[config.mk]
export PLATFORM = sky130hd
export DESIGN_NAME = execute_stage
export DESIGN_NICKNAME = d
export VERILOG_FILES = /design/src/rtl/execute_stage.sv
export SDC_FILE = /design/constraint.sdc
export NUM_CORES = 1
export LEC_CHECK = 0
export CAP_MARGIN = 5
export CORE_AREA = 2 2 234 236
export CTS_BUF_LIST = sky130_fd_sc_hd__clkbuf_16
export CTS_CLUSTER_SIZE = 16
export DETAILED_ROUTE_END_ITERATION = 8
export DIE_AREA = 0 0 236 238
export GPL_ROUTABILITY_DRIVEN = 0
export PLACE_DENSITY = 0.61
export SETUP_SLACK_MARGIN = 0.5
export SYNTH_ARGS = -nofsm -noshare
export SYNTH_HDL_FRONTEND = slang
export SYNTH_SLANG_ARGS = --single-unit
[constraint.sdc]
create_clock -name clk -period 11 [get_ports clk]
set_clock_uncertainty 0.15 [all_clocks]
set_input_delay 2.75 -clock clk [delete_from_list [all_inputs] [get_ports clk]]
set_output_delay 2.75 -clock clk [all_outputs]
set_load 0.02 [all_outputs]
[src/rtl/execute_stage.sv]
// ---------------------------------------------------------------------------
// execute_stage
//   EX stage of a 5-stage 64-bit pipeline. It selects forwarded operands,
//   optionally replaces operand B with the immediate, runs the ALU, and
//   drives combinational zero and less-than flags to the branch logic.
//   The EX/MEM pipeline register captures the ALU result, the store data,
//   the destination register, PC+4 and the MEM/WB control bits.
//
// Ports
//   clk, reset_n                  clock, async active-low reset
//   ReadData1/2                   register-file operands A/B
//   DataMemWB, WriteBackWB        forwarded values from MEM and WB
//   ForwCntrl1/2                  forward selects for A/B
//   ALUSrcID, ImmOrDestID         immediate select and immediate value
//   ALUOp                         ALU operation
//   WriteRegID, LinkerRegisterDataID, *RegisterID / LinkerRegIdEx  -> EX/MEM
//   ALUResultEx, RdData2ForMem, WriteRegEX, LinkerRegisterDataEX,
//   *RegisterEX / LinkerRegEX     registered EX/MEM outputs
//   ALUZeroFlag, LTFlagRegister   combinational branch flags
// ---------------------------------------------------------------------------

module mux4to1 #(
    parameter int W = 64
) (
    input  logic [1:0]   sel_i,
    input  logic [W-1:0] in0_i,
    input  logic [W-1:0] in1_i,
    input  logic [W-1:0] in2_i,
    input  logic [W-1:0] in3_i,
    output logic [W-1:0] out_o
);
    always_comb begin
        out_o = '0;
        case (sel_i)
            2'b00:   out_o = in0_i;
            2'b01:   out_o = in1_i;
            2'b10:   out_o = in2_i;
            2'b11:   out_o = in3_i;
            default: out_o = '0;
        endcase
    end
endmodule

module mux2to1 #(
    parameter int W = 64
) (
    input  logic         sel_i,
    input  logic [W-1:0] in0_i,
    input  logic [W-1:0] in1_i,
    output logic [W-1:0] out_o
);
    assign out_o = sel_i ? in1_i : in0_i;
endmodule

module alu #(
    parameter int W = 64
) (
    input  logic [W-1:0] a_i,
    input  logic [W-1:0] b_i,
    input  logic [2:0]   op_i,
    output logic [W-1:0] result_o,
    output logic         zero_o,
    output logic         negative_o,
    output logic         overflow_o
);
    logic         is_sub;
    logic [W-1:0] b_eff;
    logic [W:0]   sum_ext;
    logic         carry_out;
    logic         carry_into_msb;
    logic         add_ovf;

    // Subtract is A + ~B + 1, sharing the adder with add.
    assign is_sub         = (op_i == 3'b011);
    assign b_eff          = is_sub ? ~b_i : b_i;
    assign sum_ext        = {1'b0, a_i} + {1'b0, b_eff} + {{W{1'b0}}, is_sub};
    assign carry_out      = sum_ext[W];
    // Carry into the MSB recovered from the MSB sum bit and its operands.
    assign carry_into_msb = a_i[W-1] ^ b_eff[W-1] ^ sum_ext[W-1];
    assign add_ovf        = carry_into_msb ^ carry_out;

    always_comb begin
        result_o   = '0;
        overflow_o = 1'b0;
        case (op_i)
            3'b000: result_o = b_i;
            3'b010: begin
                result_o   = sum_ext[W-1:0];
                overflow_o = add_ovf;
            end
            3'b011: begin
                result_o   = sum_ext[W-1:0];
                overflow_o = add_ovf;
            end
            3'b100: result_o = a_i & b_i;
            3'b101: result_o = a_i | b_i;
            3'b110: result_o = a_i ^ b_i;
            default: result_o = '0;
        endcase
    end

    assign negative_o = result_o[W-1];
    assign zero_o     = (result_o == '0);
endmodule

module execute_stage #(
    parameter int WIDTH  = 64,
    parameter int REG_AW = 5
) (
    input  logic              clk,
    input  logic              reset_n,
    input  logic [WIDTH-1:0]  ReadData1,
    input  logic [WIDTH-1:0]  ReadData2,
    input  logic [WIDTH-1:0]  DataMemWB,
    input  logic [WIDTH-1:0]  WriteBackWB,
    input  logic [1:0]        ForwCntrl1,
    input  logic [1:0]        ForwCntrl2,
    input  logic              ALUSrcID,
    input  logic [WIDTH-1:0]  ImmOrDestID,
    input  logic [2:0]        ALUOp,
    input  logic [REG_AW-1:0] WriteRegID,
    input  logic [WIDTH-1:0]  LinkerRegisterDataID,
    input  logic              MemToRegRegisterID,
    input  logic              LinkerRegIdEx,
    input  logic              RegWriteRegisterID,
    input  logic              MemWriteRegisterID,
    input  logic              MemReadRegisterID,
    output logic [WIDTH-1:0]  ALUResultEx,
    output logic [WIDTH-1:0]  RdData2ForMem,
    output logic [REG_AW-1:0] WriteRegEX,
    output logic [WIDTH-1:0]  LinkerRegisterDataEX,
    output logic              MemToRegRegisterEX,
    output logic              LinkerRegEX,
    output logic              RegWriteRegisterEX,
    output logic              MemWriteRegisterEX,
    output logic              MemReadRegisterEX,
    output logic              ALUZeroFlag,
    output logic              LTFlagRegister
);
    logic [WIDTH-1:0] opa_fwd;
    logic [WIDTH-1:0] opb_fwd;
    logic [WIDTH-1:0] opb_alu;
    logic [WIDTH-1:0] alu_result;
    logic             alu_zero;
    logic             alu_neg;
    logic             alu_ovf;

    mux4to1 #(.W(WIDTH)) u_fwd_a (
        .sel_i (ForwCntrl1),
        .in0_i (ReadData1),
        .in1_i (WriteBackWB),
        .in2_i (DataMemWB),
        .in3_i ({WIDTH{1'b0}}),
        .out_o (opa_fwd)
    );

    mux4to1 #(.W(WIDTH)) u_fwd_b (
        .sel_i (ForwCntrl2),
        .in0_i (ReadData2),
        .in1_i (WriteBackWB),
        .in2_i (DataMemWB),
        .in3_i ({WIDTH{1'b0}}),
        .out_o (opb_fwd)
    );

    mux2to1 #(.W(WIDTH)) u_src_b (
        .sel_i (ALUSrcID),
        .in0_i (opb_fwd),
        .in1_i (ImmOrDestID),
        .out_o (opb_alu)
    );

    alu #(.W(WIDTH)) u_alu (
        .a_i        (opa_fwd),
        .b_i        (opb_alu),
        .op_i       (ALUOp),
        .result_o   (alu_result),
        .zero_o     (alu_zero),
        .negative_o (alu_neg),
        .overflow_o (alu_ovf)
    );

    assign ALUZeroFlag    = alu_zero;
    assign LTFlagRegister = alu_neg ^ alu_ovf;

    // EX/MEM pipeline register
    logic [WIDTH-1:0]  alu_result_q, alu_result_d;
    logic [WIDTH-1:0]  store_data_q, store_data_d;
    logic [REG_AW-1:0] wreg_q,       wreg_d;
    logic [WIDTH-1:0]  link_data_q,  link_data_d;
    logic [4:0]        ctrl_q,       ctrl_d;

    assign alu_result_d = alu_result;
    assign store_data_d = opb_fwd;   // store data bypasses the immediate mux
    assign wreg_d       = WriteRegID;
    assign link_data_d  = LinkerRegisterDataID;
    assign ctrl_d       = {MemToRegRegisterID, LinkerRegIdEx, RegWriteRegisterID,
                           MemWriteRegisterID, MemReadRegisterID};

    always_ff @(posedge clk or negedge reset_n) begin
        if (!reset_n) begin
            alu_result_q <= '0;
            store_data_q <= '0;
            wreg_q       <= '0;
            link_data_q  <= '0;
            ctrl_q       <= '0;
        end else begin
            alu_result_q <= alu_result_d;
            store_data_q <= store_data_d;
            wreg_q       <= wreg_d;
            link_data_q  <= link_data_d;
            ctrl_q       <= ctrl_d;
        end
    end

    assign ALUResultEx          = alu_result_q;
    assign RdData2ForMem        = store_data_q;
    assign WriteRegEX           = wreg_q;
    assign LinkerRegisterDataEX = link_data_q;
    assign MemToRegRegisterEX   = ctrl_q[4];
    assign LinkerRegEX          = ctrl_q[3];
    assign RegWriteRegisterEX   = ctrl_q[2];
    assign MemWriteRegisterEX   = ctrl_q[1];
    assign MemReadRegisterEX    = ctrl_q[0];
endmodule

==> results.md <==
- Fin Setup TNS: 0 ps
- Vias in the first global route: 21.5k
- FFs w/ async S/R, synth: 1.00
- Register area share after synthesis: 0.281
- Largest net degree at the start of global routing: about 100
- DPL Wire Length: ~80 mm
- Area Growth Syn to Fin: 71.0%
- Synth Cell Area: about 18000 µm²
- Ports: between 600 and 700
- Status: finished clean
- Final worst-path cycle share: 0.968
- Post-Layout Cell Count: 3907
- Max-Cap Viols: 0
- Vias: between 20k and 25k
- WP data arrival: approximately 7800 ps
- Critical Path Max Stage Delay: between 500 and 600 ps
- DIE WIDTH: roughly 240 µm
- Critical path, cell by cell: buf_16 > nor2b_4 > buf_6 > o2bb2ai_4 > mux2i_1 > buf_4 > xnor2_2 > ha_1 > a21o_2 > a221o_2 > a211oi_4 > buf_4 > o21ai_2 > a2111o_1 > buf_4 > a21oi_4 > o211ai_1 > buf_4 > a21oi_2 > mux2i_1 > o2111ai_1 > or4_4 > nor4_4 > buf_4
- Power Density: 120 nW/µm²
- Final hold violation count: 0
- Total CTS buffers: 26
- Crit-path most repeated cell: buf_4
- Area occupied by multi-input gates: roughly 12000 µm²
- Final ANT Viol Nets: 0
- Max-slew violations: 0
- CTS Sinks: about 200
- Leakage: roughly 14 nW
- Row count: 85
- Drt drc: 0
- Crit path max-delay family: compound AO/OA/AOI/OAI gates
- Fillers: approximately 4.7k
- #FFs+latches synth: 202
- Cell count after placement: about 3.8k
- Initial DRT Pass Iterations: 5
- Critical path class: primary input to output port
- Gr usage total: 0.337
- Setup Viol. Count Final: 0
- Post-synth top area share: 0.281
- Largest area contributor in the netlist: dfrtp_1
- Die footprint: 56200 µm²
- Drt first-iter violations: approximately 2.1k
- Port bufs: roughly 600
- Crit path from: ForwCntrl2[0]
- Max Clock Freq: around 94 MHz
- DRT Wirelength: a little under 100 mm
- Number of flops mapped to enable cells by yosys: 0
- Max VDD drop: slightly below 0.0001 V
- Core area: 53500 µm²
- Buf/Inv on CP: 7
- Synth area leaders: dfrtp_1 28%, mux2i_1 14%, ha_1 13%, o21ai_0 4.8%, nand2_1 4.8%
- Post-layout min period: between 10000 and 15000 ps
- Clock transition at the registers of the reported paths: 60 ps
- Synthesized net count: about 2.6k
- Die H: roughly 240 µm
- Req. time, crit path: between 8000 and 9000 ps
- Hold-fix buffers at CTS: 0
- CP Launch Type: primary input
- Most frequent cells in the layout: 612 x buf_4, 574 x clkdlybuf4s50_1, 239 x mux2i_1
- Post-Synthesis Cells: 2050
- Critical-path top delay cell: or4_4
- Commonest non-fill, non-tap cell in the layout: buf_4
- Crit-path max FO: 6
- Initial antenna violation count: 25
- Global-route wire length before repair: 143 mm
- Syn_area_per_cell: between 8 and 9 µm²
- Ratio of cells with drive above 1 in the final layout: 0.262
- Via density: about 5.5
- Top FF cell, synth: dfrtp_1
- Cell variety after synth: between 90 and 100
- Relative slew slack: 0.363
- Ys Warns: 0
- Buffers from clock root to sink, at most: 3
- Min-delay worst type: primary input to asynchronous set/reset pin
- CTS tree: done
- Grt total ovfl: 0
- Initial Utilization: 0.336
- Worst Max-Slew Pin Slew: 956 ps
- Nets@finish: between 3k and 4k
- Seq. cell area: ~5000 µm²
- RSZ-0062 raised after global routing: true
- WL/cell: approximately 25 µm
- Crit. End Element: output port
- Htree depth: 1
- Clock Root Buffer: clkbuf_16
-- synthesized netlist by cell type (12+ instances only) --
cell type and number:
a22oi_1 19, nor2_1 51, ha_1 191, a21oi_1 72
o21bai_1 13, xnor2_1 87, and3_1 12, o21ai_0 174
nand2_1 228, o211ai_1 12, buf_2 19, o221ai_1 38
o22ai_1 61, o21a_1 14, inv_1 150, clkbuf_1 91
buf_1 22, mux2i_1 254, dfrtp_1 202, a21o_1 31
xor2_1 16, nand3_1 25, nor4_1 12, nand4_1 31
nor3_1 26
-- through the flow --
stage	hold slack [ps]	worst slack, ps	cell area [µm²]	util	total power, mW
after floorplan	2300	481	18200	-	1.70
after detailed placement	2660	-667	28800	0.538	2.72
after CTS	2070	487	30500	0.570	3.66
after global placement	2650	-634	28800	0.538	2.69
final	1980	353	30800	0.575	3.70
after global routing	2050	181	30800	0.575	3.87
-- cell families (layout without fill, tap and decap cells) --
family                   Yosys count  after routing  share of synthesized area
XOR/XNOR                         104            104                     0.0510
AND/OR/NAND/NOR                  451            451                      0.118
AO/OA/AOI/OAI                    547            547                      0.202
other                              0             17                          0
multiplexers                     260            260                      0.145
buffers and inverters            294           1438                     0.0685
flip-flops                       202            202                      0.281
adder cells (fa/ha/maj)          192            192                      0.134
-- per-layer routing --
metal / share of wire / up-vias / global-route usage
met5: 0.00058 / - / 0
li1: - / 9654 / -
met2: 0.45 / 1154 / 0.529
met4: 0.040 / 8 / 0.135
met1: 0.41 / 10400 / 0.438
met3: 0.10 / 220 / 0.0937
-- registers in the layout (all words and copies together), names as in the netlist --
signal,count
WriteRegEX,5
LinkerRegisterDataEX,64
ALUResultEx,64
ctrl_q,5
RdData2ForMem,64
-- worst max path at each step --
stage	endpoint	cells past startpoint
after floorplan	ALUZeroFlag	22
after global placement	ALUZeroFlag	23
after detailed placement	ALUZeroFlag	22
after CTS	ALUZeroFlag	25
after global routing	ALUZeroFlag	26
final	ALUZeroFlag	24
-- layout make-up --
| cell class | count | share of cell area |
|---|---|---|
| multi-input cells | 1554 | 0.402 |
| repair buffers | 1240 | 0.359 |
| flip-flops and latches | 202 | 0.164 |
| well taps | 696 | 0.0283 |
| clock buffers | 27 | 0.0220 |
| inverters | 151 | 0.0184 |
| clock inverters | 20 | 0.00492 |
| diodes | 17 | 0.00138 |
-- power breakdown --
part	internal [mW]	switching (mW)	total (mW)
registers	0.822	0.0295	0.851
clock network	0.473	0.376	0.849
logic	0.982	1.02	2.00
-- what timing repair did --
action                     CTS  global route
resized for setup          148            43
setup endpoints to repair    1             1
pin swaps                   57            21
cloned                       2             0
buffers inserted            44             7
Note: power is estimated with default switching activity, not from simulation.
